File: src/rtl/csi2_packet_parser.sv
// CSI-2 packet-layer parser: assembles and ECC-checks packet headers, tracks
// per-VC frame state, strips header/CRC and emits byte-enabled payload beats.
//
// state     | meaning
// ----------+------------------------------------------------------------
// IDLE      | waiting for a VALID_I rising edge (first header beat)
// HEADER    | collecting the remaining header beats (lane width 1 or 2)
// PAYLOAD   | forwarding payload beats, counting down remaining bytes
// WAIT_EOT  | discarding CRC/padding or a dropped packet until VALID_I falls
module csi2_packet_parser #(
  parameter int         G_LANE_WIDTH = 4,
  parameter int         G_NO_OF_VC   = 1,
  parameter logic [7:0] G_DT_FILTER  = 8'h00
) (
  input  logic                        PARALLEL_CLOCK_I,
  input  logic                        RESET_I,
  input  logic [8*G_LANE_WIDTH-1:0]   DATA_I,
  input  logic                        VALID_I,
  output logic [8*G_LANE_WIDTH-1:0]   PAYLOAD_O,
  output logic [G_LANE_WIDTH-1:0]     PAYLOAD_BE_O,
  output logic                        PAYLOAD_VALID_O,
  output logic                        PAYLOAD_LAST_O,
  output logic [1:0]                  VC_O,
  output logic [5:0]                  DT_O,
  output logic [15:0]                 WORD_COUNT_O,
  output logic [G_NO_OF_VC-1:0]       FRAME_VALID_O,
  output logic                        FRAME_START_O,
  output logic                        FRAME_END_O,
  output logic                        LINE_START_O,
  output logic                        LINE_END_O,
  output logic                        ECC_ERROR_O,
  output logic                        PROTOCOL_ERROR_O,
  output logic                        TRUNC_ERROR_O
);

  localparam int         DW         = 8 * G_LANE_WIDTH;
  localparam logic [1:0] HDR_LAST   = 2'(4 / G_LANE_WIDTH - 1);
  localparam logic [15:0] LANE_BYTES = 16'(G_LANE_WIDTH);

  typedef enum logic [1:0] {
    S_IDLE,
    S_HEADER,
    S_PAYLOAD,
    S_WAIT_EOT
  } state_t;

  state_t                  state_q;
  logic [1:0]              hdr_cnt_q;
  logic [31:0]             hdr_q;
  logic [15:0]             rem_q;
  logic                    valid_prev_q;

  logic [DW-1:0]           payload_q;
  logic [G_LANE_WIDTH-1:0] payload_be_q;
  logic                    payload_valid_q;
  logic                    payload_last_q;
  logic [1:0]              vc_q;
  logic [5:0]              dt_q;
  logic [15:0]             wc_q;
  logic [G_NO_OF_VC-1:0]   frame_valid_q;
  logic                    frame_start_q;
  logic                    frame_end_q;
  logic                    line_start_q;
  logic                    line_end_q;
  logic                    ecc_error_q;
  logic                    protocol_error_q;
  logic                    trunc_error_q;

  logic [DW+31:0]          hdr_cat;
  logic [31:0]             hdr_d;
  logic [1:0]              hdr_vc;
  logic [5:0]              hdr_dt;
  logic [15:0]             hdr_wc;
  logic                    ecc_ok;
  logic                    vc_ok;
  logic                    dt_pass;
  logic                    fv_sel;
  logic                    hdr_beat;
  logic                    hdr_final;
  logic                    rem_last;
  logic [G_LANE_WIDTH-1:0] be_d;
  logic                    unused_hdr;

  // CSI-2 6-bit Hamming code over {WC_MSB, WC_LSB, DI}
  function automatic logic [5:0] csi2_ecc(input logic [23:0] d);
    logic [5:0] p;
    p[0] = d[0]^d[1]^d[2]^d[4]^d[5]^d[7]^d[10]^d[11]^d[13]^d[16]^d[20]^d[21]^d[22]^d[23];
    p[1] = d[0]^d[1]^d[3]^d[4]^d[6]^d[8]^d[10]^d[12]^d[14]^d[17]^d[20]^d[21]^d[22]^d[23];
    p[2] = d[0]^d[2]^d[3]^d[5]^d[6]^d[9]^d[11]^d[12]^d[15]^d[18]^d[20]^d[21]^d[22];
    p[3] = d[1]^d[2]^d[3]^d[7]^d[8]^d[9]^d[13]^d[14]^d[15]^d[19]^d[20]^d[21]^d[23];
    p[4] = d[4]^d[5]^d[6]^d[7]^d[8]^d[9]^d[16]^d[17]^d[18]^d[19]^d[20]^d[22]^d[23];
    p[5] = d[10]^d[11]^d[12]^d[13]^d[14]^d[15]^d[16]^d[17]^d[18]^d[19]^d[21]^d[22]^d[23];
    return p;
  endfunction

  // New bytes shift in from the top so the earliest byte (DI) ends in [7:0]
  // once the last header beat arrives, for any lane width.
  assign hdr_cat    = {DATA_I, hdr_q};
  assign hdr_d      = hdr_cat[DW+31 -: 32];
  // Bytes shifted out of the window and ECC[7:6] carry no information here.
  assign unused_hdr = ^{hdr_cat[DW-1:0], hdr_d[31:30]};

  // Decode the header as it stands including the current beat
  always_comb begin
    hdr_vc   = hdr_d[7:6];
    hdr_dt   = hdr_d[5:0];
    hdr_wc   = hdr_d[23:8];
    ecc_ok   = (csi2_ecc(hdr_d[23:0]) == hdr_d[29:24]);
    vc_ok    = (int'(hdr_vc) < G_NO_OF_VC);
    dt_pass  = (G_DT_FILTER == 8'h00) || ({2'b00, hdr_dt} == G_DT_FILTER);
    fv_sel   = 1'b0;
    for (int i = 0; i < G_NO_OF_VC; i++) begin
      if (hdr_vc == 2'(i)) fv_sel = frame_valid_q[i];
    end
    hdr_beat  = VALID_I && (((state_q == S_IDLE) && !valid_prev_q) ||
                            (state_q == S_HEADER));
    hdr_final = (hdr_cnt_q == HDR_LAST);
  end

  // Byte enables and final-beat detection for the current payload beat
  always_comb begin
    be_d = '0;
    for (int i = 0; i < G_LANE_WIDTH; i++) begin
      be_d[i] = (rem_q > 16'(i));
    end
    rem_last = (rem_q <= LANE_BYTES);
  end

  // Packet FSM with registered outputs
  always_ff @(posedge PARALLEL_CLOCK_I or posedge RESET_I) begin
    if (RESET_I) begin
      state_q          <= S_IDLE;
      hdr_cnt_q        <= '0;
      hdr_q            <= '0;
      rem_q            <= '0;
      // Starts high so a packet already in flight when reset releases is
      // ignored until VALID_I has been seen low.
      valid_prev_q     <= 1'b1;
      payload_q        <= '0;
      payload_be_q     <= '0;
      payload_valid_q  <= 1'b0;
      payload_last_q   <= 1'b0;
      vc_q             <= '0;
      dt_q             <= '0;
      wc_q             <= '0;
      frame_valid_q    <= '0;
      frame_start_q    <= 1'b0;
      frame_end_q      <= 1'b0;
      line_start_q     <= 1'b0;
      line_end_q       <= 1'b0;
      ecc_error_q      <= 1'b0;
      protocol_error_q <= 1'b0;
      trunc_error_q    <= 1'b0;
    end else begin
      valid_prev_q     <= VALID_I;
      payload_be_q     <= '0;
      payload_valid_q  <= 1'b0;
      payload_last_q   <= 1'b0;
      frame_start_q    <= 1'b0;
      frame_end_q      <= 1'b0;
      line_start_q     <= 1'b0;
      line_end_q       <= 1'b0;
      ecc_error_q      <= 1'b0;
      protocol_error_q <= 1'b0;
      trunc_error_q    <= 1'b0;

      if (hdr_beat) begin
        hdr_q <= hdr_d;
        if (!hdr_final) begin
          hdr_cnt_q <= hdr_cnt_q + 2'd1;
          state_q   <= S_HEADER;
        end else begin
          hdr_cnt_q <= '0;
          state_q   <= S_WAIT_EOT;
          if (!ecc_ok) begin
            ecc_error_q <= 1'b1;
          end else begin
            vc_q <= hdr_vc;
            dt_q <= hdr_dt;
            wc_q <= hdr_wc;
            if (vc_ok) begin
              if (hdr_dt < 6'h10) begin
                case (hdr_dt)
                  6'h00: begin
                    frame_start_q    <= 1'b1;
                    protocol_error_q <= fv_sel;
                    for (int i = 0; i < G_NO_OF_VC; i++) begin
                      if (hdr_vc == 2'(i)) frame_valid_q[i] <= 1'b1;
                    end
                  end
                  6'h01: begin
                    if (fv_sel) begin
                      frame_end_q <= 1'b1;
                      for (int i = 0; i < G_NO_OF_VC; i++) begin
                        if (hdr_vc == 2'(i)) frame_valid_q[i] <= 1'b0;
                      end
                    end else begin
                      protocol_error_q <= 1'b1;
                    end
                  end
                  6'h02:   line_start_q <= 1'b1;
                  6'h03:   line_end_q   <= 1'b1;
                  default: ;
                endcase
              end else if (!fv_sel) begin
                protocol_error_q <= 1'b1;
              end else if (dt_pass && (hdr_wc != 16'h0000)) begin
                rem_q   <= hdr_wc;
                state_q <= S_PAYLOAD;
              end
            end
          end
        end
      end else begin
        case (state_q)
          // Only reached here with VALID_I low: header abandoned quietly.
          S_HEADER: begin
            hdr_cnt_q <= '0;
            state_q   <= S_IDLE;
          end
          S_PAYLOAD: begin
            if (!VALID_I) begin
              trunc_error_q <= 1'b1;
              rem_q         <= '0;
              state_q       <= S_IDLE;
            end else begin
              payload_q       <= DATA_I;
              payload_be_q    <= be_d;
              payload_valid_q <= 1'b1;
              if (rem_last) begin
                payload_last_q <= 1'b1;
                rem_q          <= '0;
                state_q        <= S_WAIT_EOT;
              end else begin
                rem_q <= rem_q - LANE_BYTES;
              end
            end
          end
          S_WAIT_EOT: begin
            if (!VALID_I) state_q <= S_IDLE;
          end
          default: ;
        endcase
      end
    end
  end

  assign PAYLOAD_O        = payload_q;
  assign PAYLOAD_BE_O     = payload_be_q;
  assign PAYLOAD_VALID_O  = payload_valid_q;
  assign PAYLOAD_LAST_O   = payload_last_q;
  assign VC_O             = vc_q;
  assign DT_O             = dt_q;
  assign WORD_COUNT_O     = wc_q;
  assign FRAME_VALID_O    = frame_valid_q;
  assign FRAME_START_O    = frame_start_q;
  assign FRAME_END_O      = frame_end_q;
  assign LINE_START_O     = line_start_q;
  assign LINE_END_O       = line_end_q;
  assign ECC_ERROR_O      = ecc_error_q;
  assign PROTOCOL_ERROR_O = protocol_error_q;
  assign TRUNC_ERROR_O    = trunc_error_q;

endmodule

File: config.mk
export PLATFORM = sky130hd
export DESIGN_NAME = csi2_packet_parser
export DESIGN_NICKNAME = d
export VERILOG_FILES = /design/src/rtl/csi2_packet_parser.sv
export SDC_FILE = /design/constraint.sdc
export NUM_CORES = 1
export LEC_CHECK = 0
export CAP_MARGIN = 40
export CORE_ASPECT_RATIO = 0.5
export CORE_MARGIN = 2
export CORE_UTILIZATION = 46
export CTS_CLUSTER_DIAMETER = 30
export CTS_CLUSTER_SIZE = 20
export DETAILED_ROUTE_END_ITERATION = 16
export PLACE_DENSITY = 0.81
export SYNTH_ARGS = -nofsm -noshare
export SYNTH_HDL_FRONTEND = slang
export SYNTH_SLANG_ARGS = --single-unit
File: constraint.sdc
create_clock -name PARALLEL_CLOCK_I -period 2.8 [get_ports PARALLEL_CLOCK_I]
set_clock_uncertainty 0.05 [all_clocks]
set_input_delay 0.56 -clock PARALLEL_CLOCK_I [delete_from_list [all_inputs] [get_ports PARALLEL_CLOCK_I]]
set_output_delay 0.56 -clock PARALLEL_CLOCK_I [all_outputs]
set_load 0.01 [all_outputs]
Word level (Yosys, flattened, before mapping) --
Index checks and enable logic that the tools add are counted.
Word-level totals: memories 0, output and inout bits 70, register bits 91, ROM bits 0, latch bits 0, logic and storage cells 215, input port bits 35, bits in writable memories 0
Operators by class: multiplexer cells 77, $lt $le $gt $ge 7, shift-type cells 0, multipliers 0, reduce and logical (&&, ||, !) cells 18, bitwise operators 74, $add $sub $neg 2, divide/modulo/power cells 0, eq/ne operators 18
Operators by type and width (count):
- $mux 16 | 10
- $xor 1x1->1 | 73
- $mux 1 | 53
- $gt 16x1->1 const B | 2
- $gt 16x2->1 const B | 2
- $le 16x3->1 const B | 1
- $mux 2 | 8
- $reduce_bool 16->1 | 1
- $sub 16x3->16 const B | 1
- $ne 2x2->1 const B | 7
- $eq 6x2->1 const B | 2
- $mux 4 | 3
- $reduce_and 3->1 | 3
- $reduce_and 9->1 | 1
- $reduce_and 7->1 | 1
- $eq 6x1->1 const B | 1
- $eq 6x6->1 | 1
- $logic_not 2->1 | 3
- $logic_not 6->1 | 1
- $lt 6x5->1 const B | 1
- $pmux 2 s3 | 1
- $reduce_bool 2->1 | 3
- $eq 2x2->1 const B | 2
- $ne 2x1->1 const B | 2
- 11 further kinds | 13

Longest topological paths before layout --
Gate-level depths: netlist of the first run.
word-level depth 17, mapped depth 11

Worst setup path after synthesis of the first run --
No wires, ideal clock.
path type input to register, start input DATA_I[4], end register rem_q[11], slack -114 ps, buffers on the path 1, stages 10, data required time 2622 ps, arrival time 2737 ps, cell sequence inv_1 ha_1 xor3_1 xnor3_1 xor2_1 nor4b_2 o21a_1 buf_4 o21ai_4 mux2_1
On the way: longest elaborated chain between the ends 15, elaborated cells on any way between the ends 39, classes of those cells order compare (1); eq/ne (3); bitwise (34); reduce/logical (1)
Ends and longest elaborated chain:
- start, declared | line 17 | input logic [8*G_LANE_WIDTH-1:0] DATA_I,
- $xor 1x1->1 (12 in a row) | line 91 | p[4] = d[4]^d[5]^d[6]^d[7]^d[8]^d[9]^d[16]^d[17]^d[18]^d[19]^d[20]^d[22]^d[23];
- $eq 6x6->1 | line 108 | ecc_ok = (csi2_ecc(hdr_d[23:0]) == hdr_d[29:24]);
- $ne 2x2->1 (no line)
- $reduce_and 7->1 (no line) (*)
- end signal, assigned | line 208 | rem_q <= hdr_wc;
- end signal, assigned | line 235 | rem_q <= rem_q - LANE_BYTES;
- end, declared | line 50 | logic [15:0] rem_q;
Every way passes the cells marked *; elsewhere a longest branch is shown, timed or not. A chain may end at the register's enable or synchronous reset.

Worst setup path after layout of the first run --
start input DATA_I[29], end register frame_start_q, in the netlist FRAME_START_O
On the way: longest elaborated chain between the ends 4
Ends and longest elaborated chain:
- $eq 6x6->1 | line 108
- $mux 1 | line 175 | if (!ecc_ok) begin
- $mux 1 | line 169 | if (!hdr_final) begin
- $mux 1 | line 167 | if (hdr_beat) begin
- end signal, assigned | line 147 | frame_start_q <= 1'b0;
- end signal, assigned | line 159 | frame_start_q <= 1'b0;
- end signal, assigned | line 185 | frame_start_q <= 1'b1;
- end, declared | line 61 | logic frame_start_q;
No other way between the ends.

==> impl_metrics.py, run 1 <==
metrics = {
    "run_status": {
        "status": "finished, violations left",
        "failed_checks": "setup timing",
    },
    "timing": {
        "rsz0062_at_grt": "true",
        "timing.final.max_slew_violations": 0,
        "maxSlewHeadroom_pct": 61.8,
        "worst_pin_slew_ns": 0.571,
        "finalHoldViolations": 0,
        "timing.final.crit_share_pct": 102,
        "max_freq_ghz": 0.350,
        "tns_ns": -0.420,
        "whs_ns": 0.448,
        "min_period_ns": 2.86,
        "setup_violations": 21,
        "post-route-worst-setup-slack_ns": -0.0592,
    },
    "clock_network": {
        "cts_buffers": 9,
        "clkSlewWorstSetupHoldPaths_ns": 0.07,
        "htreeDepth": 3,
        "cts_tree": "built",
        "clock-sinks": 91,
        "cts_hold_buf": 0,
        "root_buffer": "clkbuf_16",
        "clockBufferDepth": 2,
        "clkLatencyLatePin_ns": 0.36,
    },
    "final_layout": {
        "drive_gt1_share_pct": 32.0,
        "fillers": 600,
        "nNetsFinal": 609,
        "syn_to_final_growth_pct": 49.3,
        "diodes": 0,
        "final_util_pct": 71.8,
        "final_common_cell": "dfrtp_1",
        "layout_common_cells": "90 x dfrtp_1, 85 x clkdlybuf4s50_1, 55 x buf_4",
        "fin_cells": 704,
    },
    "route": {
        "drcViolationCount": 0,
        "route.detailed.wl_per_inst_um": 22.1,
        "ant_nets": 0,
        "wirelength_um": 15500,
        "vias_per_cell": 5.83,
        "dr.pass1.iters": 6,
        "drt-initial-drc-count": 490,
        "vias": 4103,
    },
    "floorplanning": {
        "io_pins": 105,
        "core_area_um2": 9600,
        "die_h_um": 74.8,
        "dieArea_um2": 10900,
        "die_w_um": 146,
        "rows": 25,
        "initial_core_util_pct": 48.1,
    },
    "setup_path": {
        "required_ns": 3.03,
        "crit_path_max_fanout": 6,
        "r2r_cells": 10,
        "crit_arrival_ns": 3.09,
        "critPathKind": "primary input to register",
        "r2r-end": "rem_q[4]",
        "endpoint_kind": "register",
        "reg2reg_from": "hdr_cnt_q[0]",
        "slowest_delay_ns": 0.56,
        "timing.reg2reg.setup_slack_ns": 0.39,
        "start_kind": "primary input",
        "critPathSlowestCell": "clkdlybuf4s50_1",
        "worstPathCellList": "clkdlybuf4s50_1 > xnor3_1 > xnor3_2 > xnor2_4 > nor3_4 > o211ai_4 > buf_6 > or3_1 > nor2_1",
    },
    "power_and_ir_drop": {
        "p_leak_nw": 3.19,
        "ir_drop_mv": 0.384,
        "p_per_area_nw_per_um2": 711,
    },
    "synthesis": {
        "synth_seq_cells": 91,
        "syn-cell-area_um2": 4610,
        "ys_async_sr_fraction_pct": 100,
        "synth_edf_count": 0,
        "synth_cell_types": 53,
        "synthCells": 398,
        "synth.avg_cell_area_um2": 11.6,
        "syn_nets": 442,
        "yosys_warnings": 0,
        "synth_ff_type": "dfrtp_1",
        "yosysSeqAreaShare_pct": 49.4,
    },
    "grt": {
        "grt_max_degree": 81,
        "overflow": 0,
        "antenna_found_initial": 0,
        "grtUsageTotal_pct": 26.0,
        "grt_pass1_vias": 3853,
        "grt_pass1_wl_um": 21200,
    },
    "placed_design": {
        "place_inst": 674,
        "place_congestion": 0.911,
        "io_buffers": 104,
        "dp_hpwl_um": 9300,
    },
    "hold_path": {
        "worstHoldEndpoint": "PAYLOAD_O[31]",
        "hp-class": "register to register",
        "min_delay_path_depth": 2,
        "min_from": "PAYLOAD_O[31]",
    },
    "job": {
        "drv_cap": 0,
    },
}
[through the flow]
step	area (um^2)	total power (W)	worst slack, ns
6_report	6890	0.00490	-0.0592
5_1_grt	6890	0.00509	-0.102
4_1_cts	6730	0.00468	0.000272
3_5_place_dp	6190	0.00348	-0.674
3_3_place_gp	6190	0.00343	-0.630
2_1_floorplan	4630	0.00269	-0.00273
[worst max-delay path by stage]
stage	start	end	slack (ns)	cells after the start
5_1_grt	DATA_I[29]	FRAME_START_O	-0.10	9
3_3_place_gp	DATA_I[22]	rem_q[7]	-0.63	9
2_1_floorplan	DATA_I[0]	WORD_COUNT_O[2]	-0.003	9
4_1_cts	DATA_I[9]	FRAME_END_O	0.0003	9
6_report	DATA_I[29]	FRAME_START_O	-0.06	9
3_5_place_dp	DATA_I[22]	rem_q[7]	-0.67	9
[state kept, by name, indices dropped and copies added, names as in the netlist, 2 cells and up]
name and flops:
VC_O 2, WORD_COUNT_O 16, PAYLOAD_BE_O 4, hdr_cnt_q 2, PAYLOAD_O 32, rem_q 16
DT_O 6, state_q 2
[cells by family after synthesis]
logic type               Yosys count  synth area share (%)
AND/OR/NAND/NOR                   98                  10.6
flip-flops                        91                  49.4
buffers and inverters             37                  3.42
multiplexers                      51                  12.4
AO/OA/AOI/OAI                     70                  10.5
adder cells (fa/ha/maj)            9                  2.44
XOR/XNOR                          42                  11.3
[repair_timing]
item / 4_1_cts / 5_1_grt
setup endpoints to repair: 48 / 45
resized for setup: 64 / 37
pin swaps: 25 / 21
setup buffers: 9 / 5
gates cloned: 1 / 0
[power breakdown]
group          switching [W]  internal (W)  leakage, nW
combinational       0.000931       0.00104         1.89
clock               0.000530      0.000594        0.128
sequential          0.000215       0.00159         1.17
total                0.00168       0.00322         3.19
[per-layer routing]
layer	GRT usage (%)	share of wire [%]	up-vias
met5	0	0	-
met4	9.48	3.9	0
met3	7.21	9.6	66
met2	43.5	47	259
met1	33.5	40	2040
li1	-	-	1738
[cells in the mapped netlist, types with 2 or more instances]
master     instances  area share (%)
xnor2_1           24             4.6
nand2b_1           2            0.27
xnor3_1           10             4.9
o21ai_0           16             1.7
inv_1             19             1.5
and2_1             4            0.54
nor4b_2            2            0.65
buf_4              2            0.33
or3_1              2            0.27
buf_2              3            0.33
o221ai_1           2            0.38
o21a_1             3            0.49
nor3_1            14             1.5
o2bb2ai_1          7             1.3
a31oi_1            4            0.54
a32oi_1            3            0.57
o211ai_1           5            0.81
buf_1              2            0.16
clkbuf_1          10            0.81
o311ai_0           3            0.57
ha_1               9             2.4
nor2b_1            2            0.27
a22oi_1            2            0.33
xor2_1             7             1.3
and3_1             5            0.68
mux2_2            42              10
nor2_1            13             1.1
nand3_1            9            0.98
a21oi_1           14             1.5
nand2_1           35             2.8
nand3b_1           2            0.33
nor4_1             4            0.54
mux2_1             8             2.0
dfrtp_1           90              49
[worst max-delay path, delay by kind of cell]
kind	cells	cell delay [ns]
buffers and inverters	2	0.72
and+or+nand+nor	3	0.76
xor gates and xnor gates	3	0.90
AOI/OAI and AO/OA	1	0.14
[area by class of cell]
type                    count  area, um^2  share of cell area (%)
repair buffers            174        1640                    23.8
well taps                 135         169                    2.45
multi-input cells         270        2470                    35.8
inverters                  19        77.6                    1.13
clock inverters             5        31.3                   0.454
clock buffers              10         229                    3.32
flip-flops and latches     91        2280                    33.1
(Power assumes the default switching activity.)
==> inputs of run 2 (changes only) <==
ABC_CLOCK_PERIOD_IN_PS = 2800   (was default)
==> results of run 2 <==
Same layout as run 1: the final DEF is identical, and so are final timing and power.
